--- src/rtl/mini_pkg.sv ---
// Shared definitions for the mini ALU: op codes, FSM state encoding and default data width.
package mini_pkg;

  localparam int DEFAULT_WIDTH = 8;

  typedef enum logic [1:0] {
    OP_LOAD = 2'b00,
    OP_ADD  = 2'b01,
    OP_SUB  = 2'b10,
    OP_MUL  = 2'b11
  } op_t;

  typedef enum logic [1:0] {
    IDLE = 2'b00,
    EXEC = 2'b01,
    MULT = 2'b10,
    DONE = 2'b11
  } state_t;

endpackage

--- src/rtl/mul8_seq.sv ---
// Sequential shift-add multiplier: one partial product per step, WIDTH steps per product.
// 'product' is the running sum including the current step's partial product, so the
// owner can capture the finished result on the same edge as the final step.
module mul8_seq
  import mini_pkg::*;
#(
  parameter int WIDTH = DEFAULT_WIDTH,
  localparam int CW = $clog2(WIDTH + 1)
) (
  input  logic               CLK,
  input  logic               RSTn,
  input  logic               start,
  input  logic               step,
  input  logic [WIDTH-1:0]   mcand,
  input  logic [WIDTH-1:0]   mplier,
  output logic [CW-1:0]      cnt,
  output logic [2*WIDTH-1:0] product
);

  logic [2*WIDTH-1:0] mcand_reg;
  logic [WIDTH-1:0]   mplier_reg;
  logic [2*WIDTH-1:0] acc_reg;
  logic [CW-1:0]      cnt_reg;
  logic [2*WIDTH-1:0] addend;

  // Partial product: the shifted multiplicand gated by the current multiplier LSB
  for (genvar gi = 0; gi < 2*WIDTH; gi++) begin : g_addend
    assign addend[gi] = mcand_reg[gi] & mplier_reg[0];
  end

  assign product = acc_reg + addend;
  assign cnt     = cnt_reg;

  // Load operands on start, then accumulate one multiplier bit per step
  always_ff @(posedge CLK) begin
    if (!RSTn) begin
      mcand_reg  <= '0;
      mplier_reg <= '0;
      acc_reg    <= '0;
      cnt_reg    <= '0;
    end else if (start) begin
      mcand_reg  <= {{WIDTH{1'b0}}, mcand};
      mplier_reg <= mplier;
      acc_reg    <= '0;
      cnt_reg    <= '0;
    end else if (step) begin
      acc_reg    <= product;
      mcand_reg  <= mcand_reg << 1;
      mplier_reg <= mplier_reg >> 1;
      cnt_reg    <= cnt_reg + 1'b1;
    end
  end

endmodule

--- src/rtl/mini_alu.sv ---
// Accumulator ALU: LOAD/ADD/SUB complete in one execute cycle, MUL runs the
// sequential multiplier for WIDTH cycles. All outputs are registered.
module mini_alu
  import mini_pkg::*;
#(
  parameter int WIDTH = DEFAULT_WIDTH
) (
  input  logic             CLK,
  input  logic             RSTn,
  input  logic             start,
  input  logic [1:0]       op,
  input  logic [WIDTH-1:0] operand,
  output logic [WIDTH-1:0] ALUOut,
  output logic             add,
  output logic             sub,
  output logic             carry,
  output logic             busy,
  output logic             done
);

  localparam int CW = $clog2(WIDTH + 1);

  state_t             state_reg;
  op_t                op_reg;
  logic [WIDTH-1:0]   operand_reg;
  logic [WIDTH-1:0]   alu_reg;
  logic               add_reg;
  logic               sub_reg;
  logic               carry_reg;
  logic               busy_reg;
  logic               done_reg;

  logic               mul_start;
  logic               mul_step;
  logic               mul_last;
  logic [CW-1:0]      mul_cnt;
  logic [2*WIDTH-1:0] mul_product;
  logic [WIDTH:0]     sum_ext;
  logic [WIDTH:0]     diff_ext;

  // Multiplier is loaded on the accepting edge with the current accumulator and new operand
  assign mul_start = (state_reg == IDLE) && start && (op_t'(op) == OP_MUL);
  assign mul_step  = (state_reg == MULT);
  assign mul_last  = (mul_cnt == CW'(WIDTH - 1));

  // Extra top bit carries out of ADD and signals borrow for SUB
  assign sum_ext  = {1'b0, alu_reg} + {1'b0, operand_reg};
  assign diff_ext = {1'b0, alu_reg} - {1'b0, operand_reg};

  mul8_seq #(
    .WIDTH (WIDTH)
  ) u_mul (
    .CLK     (CLK),
    .RSTn    (RSTn),
    .start   (mul_start),
    .step    (mul_step),
    .mcand   (alu_reg),
    .mplier  (operand),
    .cnt     (mul_cnt),
    .product (mul_product)
  );

  // Control FSM with registered result, flags and handshake outputs
  always_ff @(posedge CLK) begin
    if (!RSTn) begin
      state_reg   <= IDLE;
      op_reg      <= OP_LOAD;
      operand_reg <= '0;
      alu_reg     <= '0;
      add_reg     <= 1'b0;
      sub_reg     <= 1'b0;
      carry_reg   <= 1'b0;
      busy_reg    <= 1'b0;
      done_reg    <= 1'b0;
    end else begin
      case (state_reg)
        IDLE: begin
          done_reg <= 1'b0;
          if (start) begin
            op_reg      <= op_t'(op);
            operand_reg <= operand;
            busy_reg    <= 1'b1;
            state_reg   <= (op_t'(op) == OP_MUL) ? MULT : EXEC;
          end
        end
        EXEC: begin
          case (op_reg)
            OP_LOAD: begin
              alu_reg   <= operand_reg;
              carry_reg <= 1'b0;
              add_reg   <= 1'b0;
              sub_reg   <= 1'b0;
            end
            OP_ADD: begin
              alu_reg   <= sum_ext[WIDTH-1:0];
              carry_reg <= sum_ext[WIDTH];
              add_reg   <= 1'b1;
              sub_reg   <= 1'b0;
            end
            OP_SUB: begin
              alu_reg   <= diff_ext[WIDTH-1:0];
              carry_reg <= diff_ext[WIDTH];
              add_reg   <= 1'b0;
              sub_reg   <= 1'b1;
            end
            default: begin
              // MUL never reaches EXEC; keep the accumulator and clear flags
              carry_reg <= 1'b0;
              add_reg   <= 1'b0;
              sub_reg   <= 1'b0;
            end
          endcase
          done_reg  <= 1'b1;
          state_reg <= DONE;
        end
        MULT: begin
          // Accumulator holds until the last step writes the finished product
          if (mul_last) begin
            alu_reg   <= mul_product[WIDTH-1:0];
            carry_reg <= |mul_product[2*WIDTH-1:WIDTH];
            add_reg   <= 1'b0;
            sub_reg   <= 1'b0;
            done_reg  <= 1'b1;
            state_reg <= DONE;
          end
        end
        DONE: begin
          done_reg  <= 1'b0;
          busy_reg  <= 1'b0;
          state_reg <= IDLE;
        end
        default: begin
          done_reg  <= 1'b0;
          busy_reg  <= 1'b0;
          state_reg <= IDLE;
        end
      endcase
    end
  end

  // ALUOut, add and sub feed the display stage directly
  assign ALUOut = alu_reg;
  assign add    = add_reg;
  assign sub    = sub_reg;
  assign carry  = carry_reg;
  assign busy   = busy_reg;
  assign done   = done_reg;

endmodule

--- config.mk ---
export PLATFORM = sky130hd
export DESIGN_NAME = mini_alu
export DESIGN_NICKNAME = d
export VERILOG_FILES = /design/src/rtl/mini_pkg.sv /design/src/rtl/mul8_seq.sv /design/src/rtl/mini_alu.sv
export SDC_FILE = /design/constraint.sdc
export NUM_CORES = 1
export LEC_CHECK = 0
export CAP_MARGIN = 20
export CELL_PAD_IN_SITES_DETAIL_PLACEMENT = 0
export CELL_PAD_IN_SITES_GLOBAL_PLACEMENT = 1
export CORE_MARGIN = 2
export CORE_UTILIZATION = 50
export CTS_CLUSTER_DIAMETER = 100
export DETAILED_ROUTE_END_ITERATION = 10
export PLACE_DENSITY_LB_ADDON = 0.1
export SLEW_MARGIN = 20
export SYNTH_ARGS = -nofsm -noshare
export SYNTH_HDL_FRONTEND = slang
export SYNTH_HIERARCHICAL = 1
export SYNTH_SLANG_ARGS = --single-unit
export TNS_END_PERCENT = 1
--- constraint.sdc ---
create_clock -name CLK -period 4.95 [get_ports CLK]
set_input_delay 0.495 -clock CLK [delete_from_list [all_inputs] [get_ports CLK]]
set_output_delay 0.495 -clock CLK [all_outputs]
set_load 0.01 [all_outputs]
# Word level (Yosys, flattened, before mapping)
# Cells that the tools add are included.
dict set report op_classes {
  add_sub_neg 4
  n_eq_ne 10
  mux 23
  bitwise 17
  n_reduce_logical 15
}
# cell n
set ops {}
lappend ops {{two-way mux 8 bit} 5}
lappend ops {{case mux 8 bit (3 select lines)} 1}
lappend ops {{adder 16 bit} 1}
lappend ops {{bitwise AND 1 bit} 16}
lappend ops {{case mux 8 bit (2 select lines)} 1}
lappend ops {{case mux 1 bit (2 select lines)} 5}
lappend ops {{adder 8 x 8 -> 9 bit} 1}
lappend ops {{subtractor 8 x 8 -> 9 bit} 1}
lappend ops {{== test 2 bit, second input constant} 4}
lappend ops {{case mux 2 bit (4 select lines)} 1}
lappend ops {{AND reduction 2 bit} 4}
lappend ops {{OR reduction 8 bit} 1}
lappend ops {{two-way mux 1 bit} 6}
lappend ops {{two-way mux 2 bit} 3}
lappend ops {{nonzero test 2 bit} 3}
lappend ops {{adder 4 x 1 -> 4 bit, second input constant} 1}
lappend ops {{== test 2 x 1 -> 1 bit, second input constant} 2}
lappend ops {{== test 4 x 3 -> 1 bit, second input constant} 1}
lappend ops {{logical NOT 2 bit} 2}
lappend ops {{!= test 4 x 3 -> 1 bit, second input constant} 1}
lappend ops {{OR reduction 2 bit} 2}
lappend ops {{case mux 1 bit (3 select lines)} 1}
lappend ops {{AND reduction 3 bit} 1}
lappend ops {{logical AND 1 bit} 2}
lappend ops {{other kinds (3)} 3}
dict set report word_totals {
  register_bits 69
  inputBits 13
  output_inout_bits 13
  word_cells 83
}

# Logic depth before layout (Yosys ltp)
# Gate-level depths: netlist of run 1.
dict set report logic_depth {
  depth_word 5
  mapped_depth 14
  depth_no_buf 13
}

# Modules after synthesis
# Netlist of run 1, hierarchy kept.
# module instances cells_each area_each_um2 seq_area_each_um2
set by_module_without_submodules {}
lappend by_module_without_submodules {mul8_seq 1 329 2798.9 880.8}
lappend by_module_without_submodules {mini_alu 1 292 2252.2 500.5}

# Worst setup path after synthesis of run 1
# No wires, ideal clock.
dict set report synth_timing {
  path_kind {reg-to-reg}
  startpoint {register u_mul.mplier_reg[0]}
  endpoint {register carry_reg (netlist: carry)}
  setup_time_ns 0.126
  arrival_time_ns 3.248
  t_required_ns 4.824
  setup_slack_ns 1.576
  stages_incl_launch_ff 15
  path_buffers 1
  period_less_slack_ns 3.374
  cell_sequence {dfxtp_1 clkbuf_1 and2_1 ha_1 fa_1 a21o_2 nand4_1 a21oi_1 or3_1 xor2_1 or4_1 o21ai_1 nand2_1 a2111oi_2 a21oi_1}
}
dict set report synth_between {
  elab_chain_cells 5
  elab_cells_between_ends 20
  classes_between {add/sub (1); mux (2); bitwise (16); reduce/logical (1)}
}
# element line
set synth_lines {}
lappend synth_lines {{from (decl)} mul8_seq.sv:21} ;# logic [WIDTH-1:0] mplier_reg;
lappend synth_lines {{from (signal assigned)} mul8_seq.sv:43} ;# mplier_reg <= mplier;
lappend synth_lines {{from (signal assigned)} mul8_seq.sv:49} ;# mplier_reg <= mplier_reg >> 1;
lappend synth_lines {{bitwise AND 1 bit} mul8_seq.sv:28} ;# assign addend[gi] = mcand_reg[gi] & mplier_reg[0];
lappend synth_lines {{adder 16 bit *} mul8_seq.sv:31} ;# assign product = acc_reg + addend;
lappend synth_lines {{named net mul_product[12]} mini_alu.sv:37} ;# logic [2*WIDTH-1:0] mul_product;
lappend synth_lines {{OR reduction 8 bit *} mini_alu.sv:120} ;# carry_reg <= |mul_product[2*WIDTH-1:WIDTH];
lappend synth_lines {{two-way mux 1 bit *} mini_alu.sv:118} ;# if (mul_last) begin
lappend synth_lines {{case mux 1 bit (2 select lines) *} mini_alu.sv:76} ;# case (state_reg)
lappend synth_lines {{to (signal assigned)} mini_alu.sv:96} ;# carry_reg <= sum_ext[WIDTH];
lappend synth_lines {{to (signal assigned)} mini_alu.sv:102} ;# carry_reg <= diff_ext[WIDTH];
lappend synth_lines {{to (signal assigned)} mini_alu.sv:120}
lappend synth_lines {{to (decl)} mini_alu.sv:29} ;# logic carry_reg;
# The timed path passes the listed nets; every way through them passes the cells marked *. The select of a mux whose other input is x is not followed.
# A chain may end at the register's enable or synchronous reset.

# Final worst setup path of run 1
# Ends and elaborated chain as after synthesis.

==> out/metrics.cfg, run 1 <==
[outcome]
status = finished, final reports clean

[routing]
drc = 0
route.met2.wl_mm = 5.778
detail_route.wl_per_cell_um = 17.34
vias_per_cell = 5.948
vias = 4550
met1Wirelength_mm = 6.712
ant_nets = 0
first_pass_iters = 5
routed_wl_mm = 13.26
routed.top_layer = met4
initialDrtViolationCount = 326
met3_length_um = 571

[placed_design]
dp.cells = 749
dp_slack_ps = 1054
portBuffers = 25
gp_congestion = 0.8845
dp_hpwl_mm = 9.688

[floorplanning]
initial_utilization = 0.5168
fp.dieW_um = 104.5
core_area_mm2 = 0.009774
rows = 36
die_y_um = 104.5
io_pins = 26
dieArea_mm2 = 0.01092

[grt]
antenna_found_initial = 0
grt_pass1_vias = 4340
grt_usage = 0.2476
grt_pass1_wl_mm = 21.83
grt_overflow_total = 0
grt_max_degree = 45

[critical_path]
crit_fanout = 18
startpoint = u_mul/mplier_reg[0]
critPathKind = flip-flop to flip-flop
r2r-start = u_mul/mplier_reg[0]
arrival_ps = 4220
crit_path_end_kind = flip-flop
cpMaxStageDelayCell = dfxtp_1
cpPeakStageDelay_ps = 690
required_ps = 5180
start_kind = flip-flop
path_cells = and2_1 -> ha_1 -> fa_1 -> a21o_2 -> nand4_1 -> a21boi_1 -> a211oi_1 -> xnor2_1 -> or4_1 -> o21ai_1 -> nand2_1 -> a2111oi_2 -> a21oi_1

[power]
p_per_area_mw_per_mm2 = 364.6
ir_worst_vdd_uv = 162.6
leakagePower_nw = 2.182

[cts]
cts.clk_slew.worst_paths_ps = 80
clk-insertion-delay-late_ps = 350
post_cts_resized = 0
clock_sinks = 69
ctsHoldBuffers = 0
cts-root-buf = clkbuf_8
cts_buffers = 9
post_cts_buffers = 0
htree_levels = 3
cts_tree = built
cts.path.max_buffers = 2

[synth]
synthCells = 621
synth_nets = 677
ys_ff_latch = 69
ys_types = 71
yosysWarnings = 6
synthArstFlopShare = 0
yosysSeqAreaShare = 0.2735
syn_area_per_cell_um2 = 8.134
syn_area_mm2 = 0.005051
synthFlopType = dfxtp_1
synth_edf_count = 0

[timing]
relSlewSlack = 0.4385
maxSlewViolCount = 0
min_period_ps = 3991
whs_ps = 486.2
final.period_utilization = 0.8063
rsz0062_at_grt = no
final-hold-violation-count = 0
tns_ps = 0
finalSetupViolCount = 0
fmax_mhz = 250.6
worst_pin_slew_ps = 842.2
skew_ps = 11.39
setup_ws_ps = 959.0

[cells_and_area]
layout_common_cells = 69 x dfxtp_1, 59 x nand2_1, 47 x nor2_1
stdcell_count = 765
final_common_cell = dfxtp_1
layout.nets = 683
drive_above_1_share = 0.05696
n_antenna_cell = 0
areaGrowthSynthToFinish_pct = 9.710

[min_path]
min_from = u_mul/acc_reg[6]
hp-class = flip-flop to flip-flop

[run]
maxCapViolations = 0

-- worst max-delay path: cells and delay by family, from the launching register on --
family	cells	cell delay [ps]
xor gates and xnor gates	1	180
adders and majority gates	2	430
AOI/OAI and AO/OA	6	1630
DFF	1	690
and+or+nand+nor	4	930
-- kinds of logic (layout without fill, tap and decap cells) --
family / count (synthesis) / count (layout) / synth area share
adder cells (fa/ha/maj): 43 / 43 / 0.1110
XOR/XNOR: 15 / 15 / 0.02601
multiplexers: 31 / 31 / 0.06143
flip-flops: 69 / 69 / 0.2735
AND/OR/NAND/NOR: 230 / 230 / 0.2398
AO/OA/AOI/OAI: 166 / 166 / 0.2319
buffers and inverters: 67 / 78 / 0.05647
-- layer usage --
layer | global-route usage | up-vias
met5 | 0 | -
met4 | 0.07819 | 0
met3 | 0.03195 | 20
met2 | 0.3669 | 110
met1 | 0.3702 | 2171
li1 | - | 2249
-- synthesized netlist by cell type, types with 5 or more instances --
cell type / count / area share
a21o_1: 9 / 0.013
o2111ai_1: 5 / 0.0087
o211ai_1: 15 / 0.022
a21oi_1: 28 / 0.028
nand3_1: 16 / 0.016
dfxtp_1: 69 / 0.27
nor2b_1: 14 / 0.017
ha_1: 40 / 0.099
clkbuf_1: 21 / 0.016
nand4_1: 7 / 0.0087
nor3b_1: 5 / 0.0074
nand2b_1: 9 / 0.011
xor2_1: 7 / 0.012
nand2_1: 59 / 0.044
a22oi_1: 5 / 0.0074
buf_2: 9 / 0.0089
a21boi_0: 13 / 0.019
nor2_1: 47 / 0.035
mux2i_1: 31 / 0.061
and2_1: 32 / 0.040
nand3b_1: 12 / 0.018
o21ai_0: 28 / 0.028
xnor2_1: 8 / 0.014
inv_1: 30 / 0.022
-- where the power goes --
part | internal [W] | leakage [nW] | total, W | switching [W]
combinational | 0.000331 | 1.53 | 0.000843 | 0.000512
sequential | 0.000616 | 0.560 | 0.000707 | 0.0000911
clock | 0.000236 | 0.0931 | 0.000471 | 0.000235
total | 0.00118 | 2.18 | 0.00202 | 0.000838
-- path summary, 6_finish.rpt --
kind	depth (start not counted)	slack [ps]	end
worst max-delay path	13	960	carry
worst max register to register	13	960	carry
worst min register to register	2	490	u_mul/acc_reg[6]
worst min-delay path	2	490	u_mul/acc_reg[6]
-- layout make-up --
class,count,area [µm²]
inverter,32,120.1
clock buffer,10,127.6
clock inverter,6,71.32
multi-input combinational,485,3387
timing repair buffer,30,287.8
sequential,69,1381
tap,133,166.4
fill,956,4233
-- through the flow --
step | utilization | total power, W | cell area [µm²]
6_report | 0.5669 | 0.002021 | 5542
5_1_grt | 0.5669 | 0.002146 | 5542
4_1_cts | 0.5669 | 0.002019 | 5542
3_5_place_dp | 0.5466 | 0.001546 | 5343
3_3_place_gp | 0.5466 | 0.001528 | 5343
2_1_floorplan | - | 0.001290 | 5051
No activity file was read; power rests on OpenSTA's default activity.
==> run 2, diff against run 1 <==
--- a/config.mk
+++ b/config.mk
@@ -9,7 +9,7 @@
 export CELL_PAD_IN_SITES_DETAIL_PLACEMENT = 0
 export CELL_PAD_IN_SITES_GLOBAL_PLACEMENT = 1
 export CORE_MARGIN = 2
-export CORE_UTILIZATION = 50
+export CORE_UTILIZATION = 46
 export CTS_CLUSTER_DIAMETER = 100
 export DETAILED_ROUTE_END_ITERATION = 10
 export PLACE_DENSITY_LB_ADDON = 0.1
==> constraint.sdc (replaced) <==
create_clock -name CLK -period 3.8 [get_ports CLK]
set_input_delay 0.38 -clock CLK [delete_from_list [all_inputs] [get_ports CLK]]
set_output_delay 0.38 -clock CLK [all_outputs]
set_load 0.01 [all_outputs]
==> run 2 against run 1 <==
Die area rose by 8.4%. First-iteration DRC count fell by 13%. Critical path type unchanged. Clock power grew 34%. Via count up 0.24%. Clock skew about the same. Total power increased by 32%. Worst hold slack got worse by 0.59 ps. Sequential cell count unchanged.
==> out/metrics.cfg, run 2 (synthesis results as in run 1) <==
[routing]
drc = 0
routed_wl_mm = 13.51
ant_nets = 0
vias_per_cell = 5.862
first_pass_iters = 5
detail_route.wl_per_cell_um = 17.36
initialDrtViolationCount = 283
vias = 4561

[cells_and_area]
n_fill_cell = 1023
design_area_mm2 = 0.005605
regArea_mm2 = 0.001385
layout.nets = 689
layout_common_cells = 68 x dfxtp_1, 59 x nand2_1, 47 x nor2_1
drive_above_1_share = 0.06897
final_common_cell = dfxtp_1
multiInputGateArea_mm2 = 0.003392
areaGrowthSynthToFinish_pct = 10.97
n_antenna_cell = 0
stdcell_count = 778

[min_path]
hold_end = done
hold_depth = 2
min_from = done
hp-class = flip-flop to flip-flop

[floorplanning]
fp.dieW_um = 108.8
initial_utilization = 0.4680
core_area_mm2 = 0.01079
rows = 38
dieArea_mm2 = 0.01184
die_y_um = 108.8
io_pins = 26

[cts]
clk-insertion-delay-late_ps = 370
post_cts_resized = 0
ctsHoldBuffers = 0
post_cts_buffers = 0
htree_levels = 3
cts-root-buf = clkbuf_8
clock_sinks = 69
cts.clk_slew.worst_paths_ps = 80
cts.path.max_buffers = 2
cts_buffers = 9
cts_tree = built

[outcome]
status = finished, final reports clean

[timing]
skew_ps = 11.41
maxSlewViolCount = 0
fmax_mhz = 288.3
rsz0062_at_grt = no
finalSetupViolCount = 0
min_period_ps = 3469
relSlewSlack = 0.4990
setup_ws_ps = 331.2
worst_pin_slew_ps = 751.5
final-hold-violation-count = 0
final.period_utilization = 0.9128
tns_ps = 0

[placed_design]
dp_hpwl_mm = 10.10
placed_area_mm2 = 0.005396
dp_slack_ps = 184.7
portBuffers = 25
dp.cells = 762
gp_congestion = 0.9257

[critical_path]
worst-r2r-setup-slack_ps = 330
r2r_cells = 13
r2r-start = u_mul/mplier_reg[0]
start_kind = flip-flop
crit_path_end_kind = flip-flop
crit_fanout = 12
r2r_end = carry
required_ps = 4040
critPathKind = flip-flop to flip-flop
arrival_ps = 3710

[grt]
grt_usage = 0.2398
grt_max_degree = 38
grt_overflow_total = 0
grt_pass1_wl_mm = 21.87
grt_pass1_vias = 4200
antenna_found_initial = 0

[power]
p_per_area_mw_per_mm2 = 474.8
p_total_w = 0.002661
ir_worst_vdd_uv = 374.8
leakagePower_nw = 2.218

[run]
maxCapViolations = 0

run 2: worst max path at each step:
stage          cells past startpoint    end           startpoint  slack (ps)
5_1_grt                           13  carry  u_mul/mplier_reg[0]         120
2_1_floorplan                     14  carry  u_mul/mplier_reg[0]         430
3_5_place_dp                      13  carry  u_mul/mplier_reg[0]         180
6_report                          13  carry  u_mul/mplier_reg[0]         330
3_3_place_gp                      13  carry  u_mul/mplier_reg[0]         250
4_1_cts                           13  carry  u_mul/mplier_reg[0]         140
run 2: routing by layer:
metal / GRT usage / vias to the layer above / wire length, µm / part of all wire
li1: - / 2258 / - / -
met1: 0.3624 / 2169 / 7016 / 0.52
met2: 0.3469 / 119 / 5742 / 0.43
met3: 0.03407 / 15 / 555 / 0.041
met4: 0.07784 / 0 / 191 / 0.014
met5: 0 / - / 0 / 0
run 2: cell type report:
type,count,share of cell area
Clock buffer,11,0.02522
Clock inverter,5,0.01049
Inverter,32,0.02143
Multi-Input combinational cell,485,0.6051
Sequential cell,69,0.2471
Tap cell,140,0.03125
Timing Repair Buffer,36,0.05937
run 2: where the power goes:
group	total (W)	internal (W)	switching [W]
clock network	0.000630	0.000322	0.000308
logic	0.00111	0.000433	0.000678
registers	0.000920	0.000802	0.000118
run 2: through the flow:
step,util,hold WS [ps]
6_report,0.5194,485.6
5_1_grt,0.5194,503.7
4_1_cts,0.5185,489.3
3_5_place_dp,0.5000,475.1
3_3_place_gp,0.5000,465.0
2_1_floorplan,-,454.8
run 2: worst max-delay path, cell delays in order, from the launching register on:
cell	delay, ps
dfxtp_4	390
and2_1	160
ha_1	220
fa_1	410
a21o_2	240
nand4_1	150
a21oi_1	110
or3_1	360
xor2_1	150
or4_1	560
o21ai_1	170
nand2_1	100
a2111oi_2	230
a21oi_1	120
==> run 3, diff against run 2 <==
--- a/config.mk
+++ b/config.mk
@@ -8,7 +8,6 @@
 export CAP_MARGIN = 20
 export CELL_PAD_IN_SITES_DETAIL_PLACEMENT = 0
 export CELL_PAD_IN_SITES_GLOBAL_PLACEMENT = 1
-export CORE_MARGIN = 2
 export CORE_UTILIZATION = 46
 export CTS_CLUSTER_DIAMETER = 100
 export DETAILED_ROUTE_END_ITERATION = 10
==> run 3 against run 2 <==
Routed wire length down 0.95%. Clock skew about the same. Sequential power hardly changed. Critical path type unchanged. Largest cell class unchanged.
==> out/metrics.cfg, run 3 (synthesis results as in run 1) <==
[cts]
cts_tree = built
clk-insertion-delay-late_ps = 350
htree_levels = 3
cts.clk_slew.worst_paths_ps = 80
cts.path.max_buffers = 2
clock_sinks = 69
cts_buffers = 9
ctsHoldBuffers = 0
cts-root-buf = clkbuf_8

[critical_path]
start_kind = flip-flop
arrival_ps = 3840
crit_family = simple AND/OR/NAND/NOR gates
cpMaxStageDelayCell = or4_1
path_cells = and2_1 -> ha_1 -> fa_1 -> a21o_2 -> nand4_1 -> a21oi_1 -> or3_1 -> xor2_1 -> or4_1 -> o21ai_1 -> nand2_1 -> a2111oi_2 -> a21oi_1
crit_fanout = 18
r2r_cells = 13
path_buf_inv = 0
required_ps = 4030
crit_cells = 13
crit_path_end_kind = flip-flop
critPathKind = flip-flop to flip-flop
cpPeakStageDelay_ps = 530
cpMostUsedCell = a21oi_1

[timing]
rsz0062_at_grt = no
tns_ps = 0
finalSetupViolCount = 0
worst_pin_slew_ps = 838.6
final-hold-violation-count = 0
relSlewSlack = 0.4409
fmax_mhz = 277.1
setup_ws_ps = 191.4
maxSlewViolCount = 0
final.period_utilization = 0.9496
skew_ps = 11.39
min_period_ps = 3609

[power]
leakagePower_nw = 2.197
intPower_w = 0.001532
ir_worst_vdd_uv = 197.6
p_switching_w = 0.001094
comb_power_share = 0.419
switching_share = 0.4165
p_per_area_mw_per_mm2 = 471.9
clockPowerShare = 0.230
pwr-share-seq = 0.351

[floorplanning]
die_y_um = 106.8
core_area_mm2 = 0.01046
dieArea_mm2 = 0.01140
rows = 37
io_pins = 26
initial_utilization = 0.4828
fp.dieW_um = 106.8

[grt]
grt_usage = 0.2508
grt_pass1_vias = 4303
grt_overflow_total = 0
antenna_found_initial = 0
grt_max_degree = 45
grt_pass1_wl_mm = 22.31

[cells_and_area]
areaGrowthSynthToFinish_pct = 10.16
n_antenna_cell = 0
final_common_cell = dfxtp_1
layout.nets = 686
fin_util = 0.5318
stdcell_count = 770
design_area_mm2 = 0.005564
layout_common_cells = 68 x dfxtp_1, 59 x nand2_1, 47 x nor2_1
drive_above_1_share = 0.06467

[routing]
ant_nets = 0
vias = 4523
first_pass_iters = 5
drc = 0
routed_wl_mm = 13.38
initialDrtViolationCount = 257
detail_route.wl_per_cell_um = 17.37
vias_per_cell = 5.874

[placed_design]
dp.cells = 754
gp_congestion = 0.8810
dp_hpwl_mm = 9.954
placed_area_mm2 = 0.005361
portBuffers = 25
dp_slack_ps = 99.13

[min_path]
hp-class = flip-flop to flip-flop
hold_depth = 2

[outcome]
status = finished, final reports clean

[run]
maxCapViolations = 0

==> run 3: cell type report <==
| class | instances | area, µm² |
|---|---|---|
| tap | 136 | 170.2 |
| clock inverter | 6 | 63.81 |
| timing repair buffer | 33 | 310.3 |
| multi-input combinational | 485 | 3393 |
| inverter | 32 | 120.1 |
| sequential | 69 | 1383 |
| clock buffer | 9 | 123.9 |
| fill | 1043 | 4898 |
==> run 3: worst min-delay path, cell delays in order (launching register included) <==
cell      delay (ps)
dfxtp_1          320
nand2b_1          70
a21oi_1           60
==> run 3: per-stage QoR <==
stage	hold slack [ps]	total power, W
5_1_grt	512.5	0.002816
4_1_cts	490.8	0.002631
3_5_place_dp	479.0	0.002020
2_1_floorplan	454.8	0.001681
3_3_place_gp	463.7	0.002001
6_report	486.2	0.002626
==> run 3: power by group through the flow <==
stage / Clock (W) / Sequential, W / Combinational [W]
floorplan: 0 / 0.000905 / 0.000776
global route: 0.000657 / 0.000935 / 0.00122
CTS: 0.000622 / 0.000921 / 0.00109
finish: 0.000604 / 0.000922 / 0.00110
detailed placement: 0 / 0.000937 / 0.00108
global placement: 0 / 0.000935 / 0.00107
==> run 3: final timing paths <==
check | from | slack (ps) | end
worst max register to register | u_mul/mplier_reg[0] | 190 | carry
worst min register to register | u_mul/acc_reg[6] | 490 | u_mul/acc_reg[6]
worst max-delay path | u_mul/mplier_reg[0] | 190 | carry
worst min-delay path | u_mul/acc_reg[6] | 490 | u_mul/acc_reg[6]
==> run 3: per-layer routing <==
layer / up-vias / share of wire / GRT usage
li1: 2254 / - / -
met2: 114 / 0.43 / 0.3760
met1: 2140 / 0.49 / 0.3597
met5: - / 0 / 0
met4: 0 / 0.014 / 0.06751
met3: 15 / 0.060 / 0.05653
==> run 3: what timing repair did <==
| item | in CTS | in global routing |
|---|---|---|
| endpoints found under the setup margin | 0 | 1 |
| hold endpoints to repair | 0 | 0 |
| buffers inserted | 0 | 1 |
| resized for setup | 0 | 3 |
